## src/rtl/spm_fifo_ctrl.sv

```systemverilog
// rtl/spm_fifo_ctrl.sv - FIFO controller over a single-port memory
// One memory access per cycle: write or read, arbitrated with fair priority under contention.
module spm_fifo_ctrl #(
  parameter int AW     = 8,
  parameter int DW     = 16,
  parameter int RD_LAT = 1
) (
  input  logic          clock,
  input  logic          reset_n,
  input  logic          push,
  input  logic [DW-1:0] push_data,
  output logic          push_ready,
  input  logic          pop_req,
  output logic          pop_ready,
  output logic          pop_valid,
  output logic [DW-1:0] pop_data,
  output logic [AW:0]   count,
  output logic          empty,
  output logic          full,
  output logic [AW-1:0] mem_address,
  output logic [DW-1:0] mem_din,
  output logic          mem_wen,
  input  logic [DW-1:0] mem_dout
);

  localparam logic [AW:0] DEPTH = {1'b1, {AW{1'b0}}};

  logic [AW-1:0]     wr_ptr_q, wr_ptr_d;
  logic [AW-1:0]     rd_ptr_q, rd_ptr_d;
  logic [AW:0]       count_q, count_d;
  logic              prio_q, prio_d;
  logic [RD_LAT-1:0] rv_q, rv_d;
  logic              pop_valid_q, pop_valid_d;
  logic [DW-1:0]     pop_data_q, pop_data_d;

  logic wr_elig, rd_elig, contended;
  logic wr_grant, rd_grant;

  assign empty = (count_q == '0);
  assign full  = (count_q == DEPTH);

  // prio only breaks ties; a lone eligible request always wins.
  always_comb begin
    wr_elig   = push && !full;
    rd_elig   = pop_req && !empty;
    contended = wr_elig && rd_elig;
    wr_grant  = wr_elig && (!rd_elig || !prio_q);
    rd_grant  = rd_elig && (!wr_elig || prio_q);
  end

  always_comb begin
    mem_wen     = 1'b0;
    mem_address = rd_ptr_q;
    mem_din     = '0;
    if (wr_grant) begin
      mem_wen     = reset_n;
      mem_address = wr_ptr_q;
      mem_din     = push_data;
    end
  end

  always_comb begin
    wr_ptr_d    = wr_ptr_q;
    rd_ptr_d    = rd_ptr_q;
    count_d     = count_q;
    prio_d      = prio_q;
    rv_d        = '0;
    pop_valid_d = rv_q[RD_LAT-1];
    pop_data_d  = pop_data_q;
    if (wr_grant) begin
      wr_ptr_d = wr_ptr_q + AW'(1);
      count_d  = count_q + (AW+1)'(1);
    end
    if (rd_grant) begin
      rd_ptr_d = rd_ptr_q + AW'(1);
      count_d  = count_q - (AW+1)'(1);
    end
    if (contended) begin
      prio_d = !prio_q;
    end
    rv_d[0] = rd_grant;
    for (int i = 1; i < RD_LAT; i++) begin
      rv_d[i] = rv_q[i-1];
    end
    if (rv_q[RD_LAT-1]) begin
      pop_data_d = mem_dout;
    end
  end

  always_ff @(posedge clock or negedge reset_n) begin
    if (!reset_n) begin
      wr_ptr_q    <= '0;
      rd_ptr_q    <= '0;
      count_q     <= '0;
      prio_q      <= 1'b0;
      rv_q        <= '0;
      pop_valid_q <= 1'b0;
      pop_data_q  <= '0;
    end else begin
      wr_ptr_q    <= wr_ptr_d;
      rd_ptr_q    <= rd_ptr_d;
      count_q     <= count_d;
      prio_q      <= prio_d;
      rv_q        <= rv_d;
      pop_valid_q <= pop_valid_d;
      pop_data_q  <= pop_data_d;
    end
  end

  assign push_ready = wr_grant;
  assign pop_ready  = rd_grant;
  assign pop_valid  = pop_valid_q;
  assign pop_data   = pop_data_q;
  assign count      = count_q;

endmodule

```

## config.mk

```make
export PLATFORM = sky130hd
export DESIGN_NAME = spm_fifo_ctrl
export DESIGN_NICKNAME = d
export VERILOG_FILES = /design/src/rtl/spm_fifo_ctrl.sv
export SDC_FILE = /design/constraint.sdc
export NUM_CORES = 1
export LEC_CHECK = 0
export ABC_AREA = 0
export BUFFER_PORTS_ARGS = -buffer_cell sky130_fd_sc_hd__buf_4
export CORE_ASPECT_RATIO = 1.1
export CORE_MARGIN = 2
export CORE_UTILIZATION = 52
export CTS_CLUSTER_DIAMETER = 60
export DETAILED_ROUTE_END_ITERATION = 10
export PLACE_DENSITY = 0.85
export SYNTH_ARGS = -nofsm -noshare
export SYNTH_HDL_FRONTEND = slang
export SYNTH_SLANG_ARGS = --single-unit
export TNS_END_PERCENT = 10
```

## constraint.sdc

```tcl
create_clock -name clock -period 5.4 [get_ports clock]
set_input_delay 0.27 -clock clock [delete_from_list [all_inputs] [get_ports clock]]
set_output_delay 0.27 -clock clock [all_outputs]
set_load 0.1 [all_outputs]
```

==> qor.txt, run 1 <==
dpl hpwl -> 3.51 mm
Crit-path slowest cell -> fa_1
worst endpoint data arrival time -> 3.47 ns
CTS buffer count -> 5
PortBufs -> 90
grt ovf -> 0
Num Clock Sinks -> 44
die area -> 4970 um2
DRC Markers -> 0
Gate Count Post-Synth -> 196
fin crit share -> 60.2%
pin count of the biggest net entering global routing -> 46
layout cells sized above 1 -> 44.4%
root buffer cell -> clkbuf_8
Setup Viol. Count Final -> 0
worst endpoint required time -> 5.62 ns
Avg Inst Size Synth -> 11.7 um2
Post-DRT Antenna Nets -> 0
hold crit path type -> in2reg
antenna violations before repair -> 0
postcts setup bufs -> 0
Via-to-Cell Ratio -> 5.13
Rows -> 25
Total Wirelength -> 4.67 mm
Worst Setup End Kind -> flip-flop
clock skew -> 0.00595 ns
number of synthesized flops with an enable pin -> 0
Max Cap Viol -> 0
DIE WIDTH -> 67.4 um
max frequency -> 308 MHz
Avg WL per Cell -> 13.7 um
Seq/Total Area, Yosys -> 47.9%
unrepaired setup endpoints after global routing -> false
Async SR Flop Fraction -> 100%
count leader, synth -> dfrtp_1
CP Cell Sequence -> nor4_4 > nand2_2 > o211a_1 > fa_1 > a211oi_1 > o211ai_1 > a21oi_1 > mux2i_1 > xnor2_1
FILL cells -> 329
post-CTS sizing -> 0
final hold violations -> 0
slowest stage delay, CP -> 0.59 ns
final max-slew violation count -> 0
Bufs on Longest Clock Path -> 2
nets@finish -> 333
FF/Latch Area -> 1100 um2
Synth Cell Area -> 2300 um2
YS warnings -> 0
Rel. slew slack -> 40.3%
post-cts hold buffer count -> 1
GRT Util Overall -> 20.1%
Tmin final -> 3.25 ns
Tightest Pin Transition -> 0.890 ns
routed vias -> 1756
core area -> 4290 um2
CTS tree -> yes
kind of critical path -> reg2reg
H-tree level count -> 2
worst-skew pair later-pin latency -> 0.29 ns
area occupied by multi-input gates -> 1140 um2
first-pass GRT wire length -> 7.56 mm
setup TNS -> 0 ns
vias in the first global route -> 1772
Layout area overhead -> 35.8%
die height -> 73.7 um
Initial Utilization -> 53.6%
FF+latch count, synth -> 44
status -> finished, final reports clean
Iteration-0 DRC Markers -> 94
Synth Net Count -> 242
most frequent cells after synthesis -> dfrtp_1, mux2_2, and2_1, xnor2_1, nand2_1
area share of the largest cell type after synthesis -> 47.9%
global placement routability congestion -> 0.780
Worst Path Max Fanout -> 19
Main synth FF type -> dfrtp_1
I/O pin cnt -> 91
synth top area cells -> dfrtp_1, mux2_2, xnor2_1
area leader, netlist -> dfrtp_1
Ant. Diodes -> 0
synth unique cells -> 33
crit path launch type -> flip-flop
Pre-antenna DRT Iters -> 4
CTS clk-pin slew, worst paths -> 0.08 ns
[worst max-delay path, delay by kind of cell (launching register included)]
kind	cells	cell delay, ns
AO/OA/AOI/OAI	4	1.18
adder cells (fa/ha/maj)	1	0.59
AND/OR/NAND/NOR	2	0.56
flip-flops	1	0.48
multiplexers	1	0.24
XOR/XNOR	1	0.14
[placed cells by master (no fill, tap or decap), drive strengths merged, types with 2 or more instances in the layout]
cell type	count
inv	4
nand2	14
and2	18
xor2	7
xnor2	16
buf	90
o21ai	9
o211ai	3
nand4	8
ha	9
and3	4
nand3	2
mux2	27
clkbuf	6
nor4	2
nor2	5
a21oi	6
dfrtp	44
[kinds of logic after synthesis]
group           after synthesis  share of synthesized area [%]
fa+ha+maj                    10                           5.77
flops                        44                           47.9
simple gates                 55                           14.3
xor+xnor                     23                           8.77
compound gates               25                           7.19
mux                          28                           13.7
buf+inv                      11                           2.34
[cell type report]
| type | count | area share [%] |
|---|---|---|
| repair buffers | 91 | 22.0 |
| clock buffers | 6 | 2.33 |
| well taps | 54 | 2.17 |
| flip-flops and latches | 44 | 35.3 |
| clock inverters | 2 | 1.12 |
| multi-input cells | 141 | 36.6 |
| inverters | 4 | 0.481 |
[final timing paths]
check,startpoint,slack [ns],cells after the start,end
max,count[0],2.15,9,count[8]
min reg2reg,wr_ptr_q[6],0.49,1,wr_ptr_q[6]
max in group asynchronous,reset_n,4.52,2,rd_ptr_q[1]
max reg2reg,count[0],2.15,9,count[8]
min,mem_dout[13],0.21,2,pop_data[13]
min in group asynchronous,reset_n,0.52,2,wr_ptr_q[2]
[sequential cells by signal (all words and copies together), names as in the netlist]
register,cells
pop_valid_d,1
rd_ptr_q,8
pop_valid,1
prio_q,1
wr_ptr_q,8
count,9
pop_data,16
[metrics by stage]
stage	setup slack (ns)	hold WS, ns	instances	util [%]	area, um2
floorplan	1.81	-0.0256	196	-	2300
global placement	2.28	0.295	333	70.0	3000
detailed placement	2.17	0.297	333	70.0	3000
CTS	2.12	0.206	342	72.8	3120
global route	1.95	0.202	342	72.8	3120
finish	2.15	0.213	342	72.8	3120
[routing by layer]
| metal | vias up | track usage (%) | wire length, um |
|---|---|---|---|
| met4 | 0 | 5.90 | 29 |
| met2 | 47 | 38.6 | 2480 |
| li1 | 867 | - | - |
| met1 | 838 | 22.1 | 1920 |
| met5 | - | 0 | 0 |
| met3 | 4 | 3.68 | 241 |
Power of run 1 is not shown: default switching activity piles up to over one toggle a cycle in this logic, so the estimate is an artifact.
==> run 2, diff against run 1 <==
--- a/config.mk
+++ b/config.mk
@@ -5,14 +5,14 @@
 export SDC_FILE = /design/constraint.sdc
 export NUM_CORES = 1
 export LEC_CHECK = 0
-export ABC_AREA = 0
+export ABC_AREA = 1
 export BUFFER_PORTS_ARGS = -buffer_cell sky130_fd_sc_hd__buf_4
 export CORE_ASPECT_RATIO = 1.1
 export CORE_MARGIN = 2
-export CORE_UTILIZATION = 52
+export CORE_UTILIZATION = 50
 export CTS_CLUSTER_DIAMETER = 60
 export DETAILED_ROUTE_END_ITERATION = 10
-export PLACE_DENSITY = 0.85
+export PLACE_DENSITY = 0.8
 export SYNTH_ARGS = -nofsm -noshare
 export SYNTH_HDL_FRONTEND = slang
 export SYNTH_SLANG_ARGS = --single-unit
==> constraint.sdc (replaced) <==
create_clock -name clock -period 3.2 [get_ports clock]
set_input_delay 0.16 -clock clock [delete_from_list [all_inputs] [get_ports clock]]
set_output_delay 0.16 -clock clock [all_outputs]
set_load 0.1 [all_outputs]
==> qor.txt, run 2 <==
Synth Cell Area -> 2530 um2 (+10%)
Bufs on Longest Clock Path -> 2 (unchanged)
Setup Viol. Count Final -> 0 (unchanged)
final max-slew violation count -> 0 (unchanged)
Worst Setup End Kind -> flip-flop
Critical Path Source -> count[4]
area share of the largest cell type after synthesis -> 43.5% (-4.5 points)
Layout area overhead -> 32.1%
post-CTS sizing -> 0 (unchanged)
Worst Path Max Fanout -> 16 (-3)
r2r startpoint -> count[4]
unrepaired setup endpoints after global routing -> false
die height -> 78.7 um (+6.7%)
Simple-Gate Fraction of Synth Area -> 22.4% (+8.1 points)
CTS buffer count -> 5 (unchanged)
layout cells sized above 1 -> 35.6% (-8.8 points)
area share of fa/ha/maj cells after synthesis -> 5.23% (-0.54 points)
most frequent cells after synthesis -> nand2_1, inv_1, dfrtp_1, nor2_1, nand3_1
dpl cell area -> 3250 um2 (+8.3%)
Tightest Pin Transition -> 0.765 ns (-0.125 ns)
synth unique cells -> 27 (-18%)
dpl hpwl -> 4.10 mm (+17%)
worst endpoint required time -> 3.40 ns (-2.22 ns)
grt ovf -> 0 (unchanged)
post-cts hold buffer count -> 1 (unchanged)
clock skew -> 0.00747 ns (+0.00152 ns)
worst endpoint data arrival time -> 2.98 ns (-0.49 ns)
Synth Net Count -> 351 (+45%)
post-synthesis compound-gate area fraction -> 7.21% (+0.020 points)
die area -> 5650 um2 (+14%)
final instance area -> 3350 um2 (+7.3%)
Num Clock Sinks -> 44 (unchanged)
Initial Utilization -> 51.4% (-2.2 points)
R2R Setup Slk -> 0.41 ns (-1.74 ns)
YS warnings -> 0 (unchanged)
Synth Area in XOR/XNOR -> 4.15% (-4.6 points)
Avg WL per Cell -> 12.1 um (-11%)
Rel. slew slack -> 48.8% (+8.6 points)
main combinational cell family by area after synthesis -> simple AND/OR/NAND/NOR gates
max frequency -> 359 MHz (+17%)
I/O pin cnt -> 91 (unchanged)
mux cell area share after synthesis -> 7.11% (-6.6 points)
CTS clk-pin slew, worst paths -> 0.08 ns (about the same)
kind of critical path -> reg2reg
Pre-antenna DRT Iters -> 4 (unchanged)
area occupied by multi-input gates -> 1170 um2 (+2.5%)
worst hold margin -> 0.0902 ns (-0.123 ns)
Tmin final -> 2.79 ns (-0.462 ns)
fin crit share -> 87.1% (+27 points)
FILL cells -> 413 (+26%)
FF/Latch Area -> 1130 um2 (+2.6%)
H-tree level count -> 2 (unchanged)
Async SR Flop Fraction -> 100% (unchanged)
DRC Markers -> 0 (unchanged)
synth top area cells -> dfrtp_1, nand2_1, inv_1
final hold violations -> 0 (unchanged)
dpl ws -> 0.441 ns (-1.73 ns)
area leader, netlist -> dfrtp_1
hold crit path type -> in2reg
Tot Pwr -> 3.68 mW
first-pass GRT wire length -> 9.29 mm (+23%)
final worst slack -> 0.412 ns (-1.74 ns)
root buffer cell -> clkbuf_8
Ant. Diodes -> 0 (unchanged)
worst-skew pair later-pin latency -> 0.30 ns (about the same)
number of synthesized flops with an enable pin -> 0 (unchanged)
PortBufs -> 90 (unchanged)
status -> finished, final reports clean
Via-to-Cell Ratio -> 4.91 (-4.5%)
nets@finish -> 441 (+32%)
Post-DRT Antenna Nets -> 0 (unchanged)
most common cell after layout, fill and taps aside -> buf_4
Main synth FF type -> dfrtp_1
DIE WIDTH -> 71.9 um (+6.7%)
postcts setup bufs -> 0 (unchanged)
Total Wirelength -> 5.50 mm (+18%)
setup TNS -> 0 ns (unchanged)
antenna violations before repair -> 0 (unchanged)
vias in the first global route -> 2109 (+19%)
Avg Inst Size Synth -> 8.31 um2 (-29%)
Iteration-0 DRC Markers -> 131 (+39%)
Leak -> 1.79 nW
Rows -> 27 (+8.0%)
Largest register FFs -> 16 (unchanged)
FF+latch count, synth -> 44 (unchanged)
most frequent cells in the layout -> buf_4, nand2_1, inv_1
GRT Util Overall -> 20.8% (+0.66 points)
Critical Path Sink -> count[8]
Worst VDD drop -> 0.848 mV
routed vias -> 2227 (+27%)
PD cells -> 1100 nW/um2
Seq/Total Area, Yosys -> 43.5% (-4.5 points)
R2R depth -> 17 (+8)
Max Cap Viol -> 0 (unchanged)
Gate Count Post-Synth -> 305 (+56%)
count leader, synth -> nand2_1
CTS tree -> yes
crit path launch type -> flip-flop
core area -> 4930 um2 (+15%)
global placement routability congestion -> 0.834 (+6.9%)
pin count of the biggest net entering global routing -> 46 (unchanged)
Worst R2R End -> count[8]
run 2: changes by cell type after synthesis, moves of 8 or more:
cell     previous run  this run
nand2_1            13        76
inv_1               4        49
nor2_1              5        26
and2_1             18         0
nand3_1             2        17
xnor2_1            16         4
mux2_2             27        16
o21ai_0             8        16
o21ai_2             0         8
run 2: report_power, final:
| part | switching [mW] | total [mW] | internal [mW] | leakage, nW |
|---|---|---|---|---|
| combinational | 1.79 | 2.36 | 0.575 | 1.22 |
| sequential | 0.200 | 0.979 | 0.780 | 0.528 |
| clock | 0.189 | 0.342 | 0.153 | 0.0412 |
| total | 2.18 | 3.68 | 1.51 | 1.79 |
run 2: worst min-delay path by stage:
stage | end | cells past startpoint | slack, ns | startpoint
floorplan | count[1] | 0 | -0.14 | reset_n
global placement | count[0] | 1 | 0.20 | reset_n
detailed placement | count[0] | 1 | 0.20 | reset_n
CTS | pop_data[1] | 2 | 0.08 | mem_dout[1]
global route | pop_data[4] | 2 | 0.08 | mem_dout[4]
finish | pop_data[1] | 2 | 0.09 | mem_dout[1]
run 2: kinds of logic (layout without fill, tap and decap cells):
| group | count (synthesis) | count (layout) |
|---|---|---|
| buf+inv | 60 | 151 |
| mux | 16 | 16 |
| flops | 44 | 44 |
| fa+ha+maj | 10 | 10 |
| compound gates | 29 | 29 |
| simple gates | 134 | 134 |
| xor+xnor | 12 | 12 |
run 2: metal layers:
layer	routed length, um	global-route usage (%)	part of all wire, %
met4	84	7.55	1.5
met1	2230	23.3	41
met5	0	0	0
met3	408	4.75	7.4
met2	2770	38.0	50
run 2: cell type report:
type,count,area share (%)
clock inverter,2,0.374
multi-input combinational,201,35.0
tap,58,2.17
timing repair buffer,92,20.7
inverter,51,5.83
sequential,44,33.8
clock buffer,6,2.17
run 2: through the flow:
stage / util, % / cells
after floorplan: - / 305
after global placement: 65.9 / 445
after detailed placement: 65.9 / 445
after CTS: 67.9 / 454
after global routing: 67.9 / 454
final: 67.9 / 454
run 2: worst max-delay path, cell delays in order (launching register included):
cell        delay [ns]
dfrtp_4           0.50
nor2_1            0.13
nand2_1           0.10
nor2_4            0.14
a21boi_1          0.08
nand2_1           0.13
clkinvlp_4        0.32
fa_2              0.49
nand2_1           0.11
nand3_1           0.07
o21ai_0           0.15
nor2_1            0.07
nor2_1            0.13
inv_1             0.05
nand2_1           0.08
nand2_1           0.07
nand2_1           0.05
nand2_1           0.04
(Power assumes the default switching activity.)
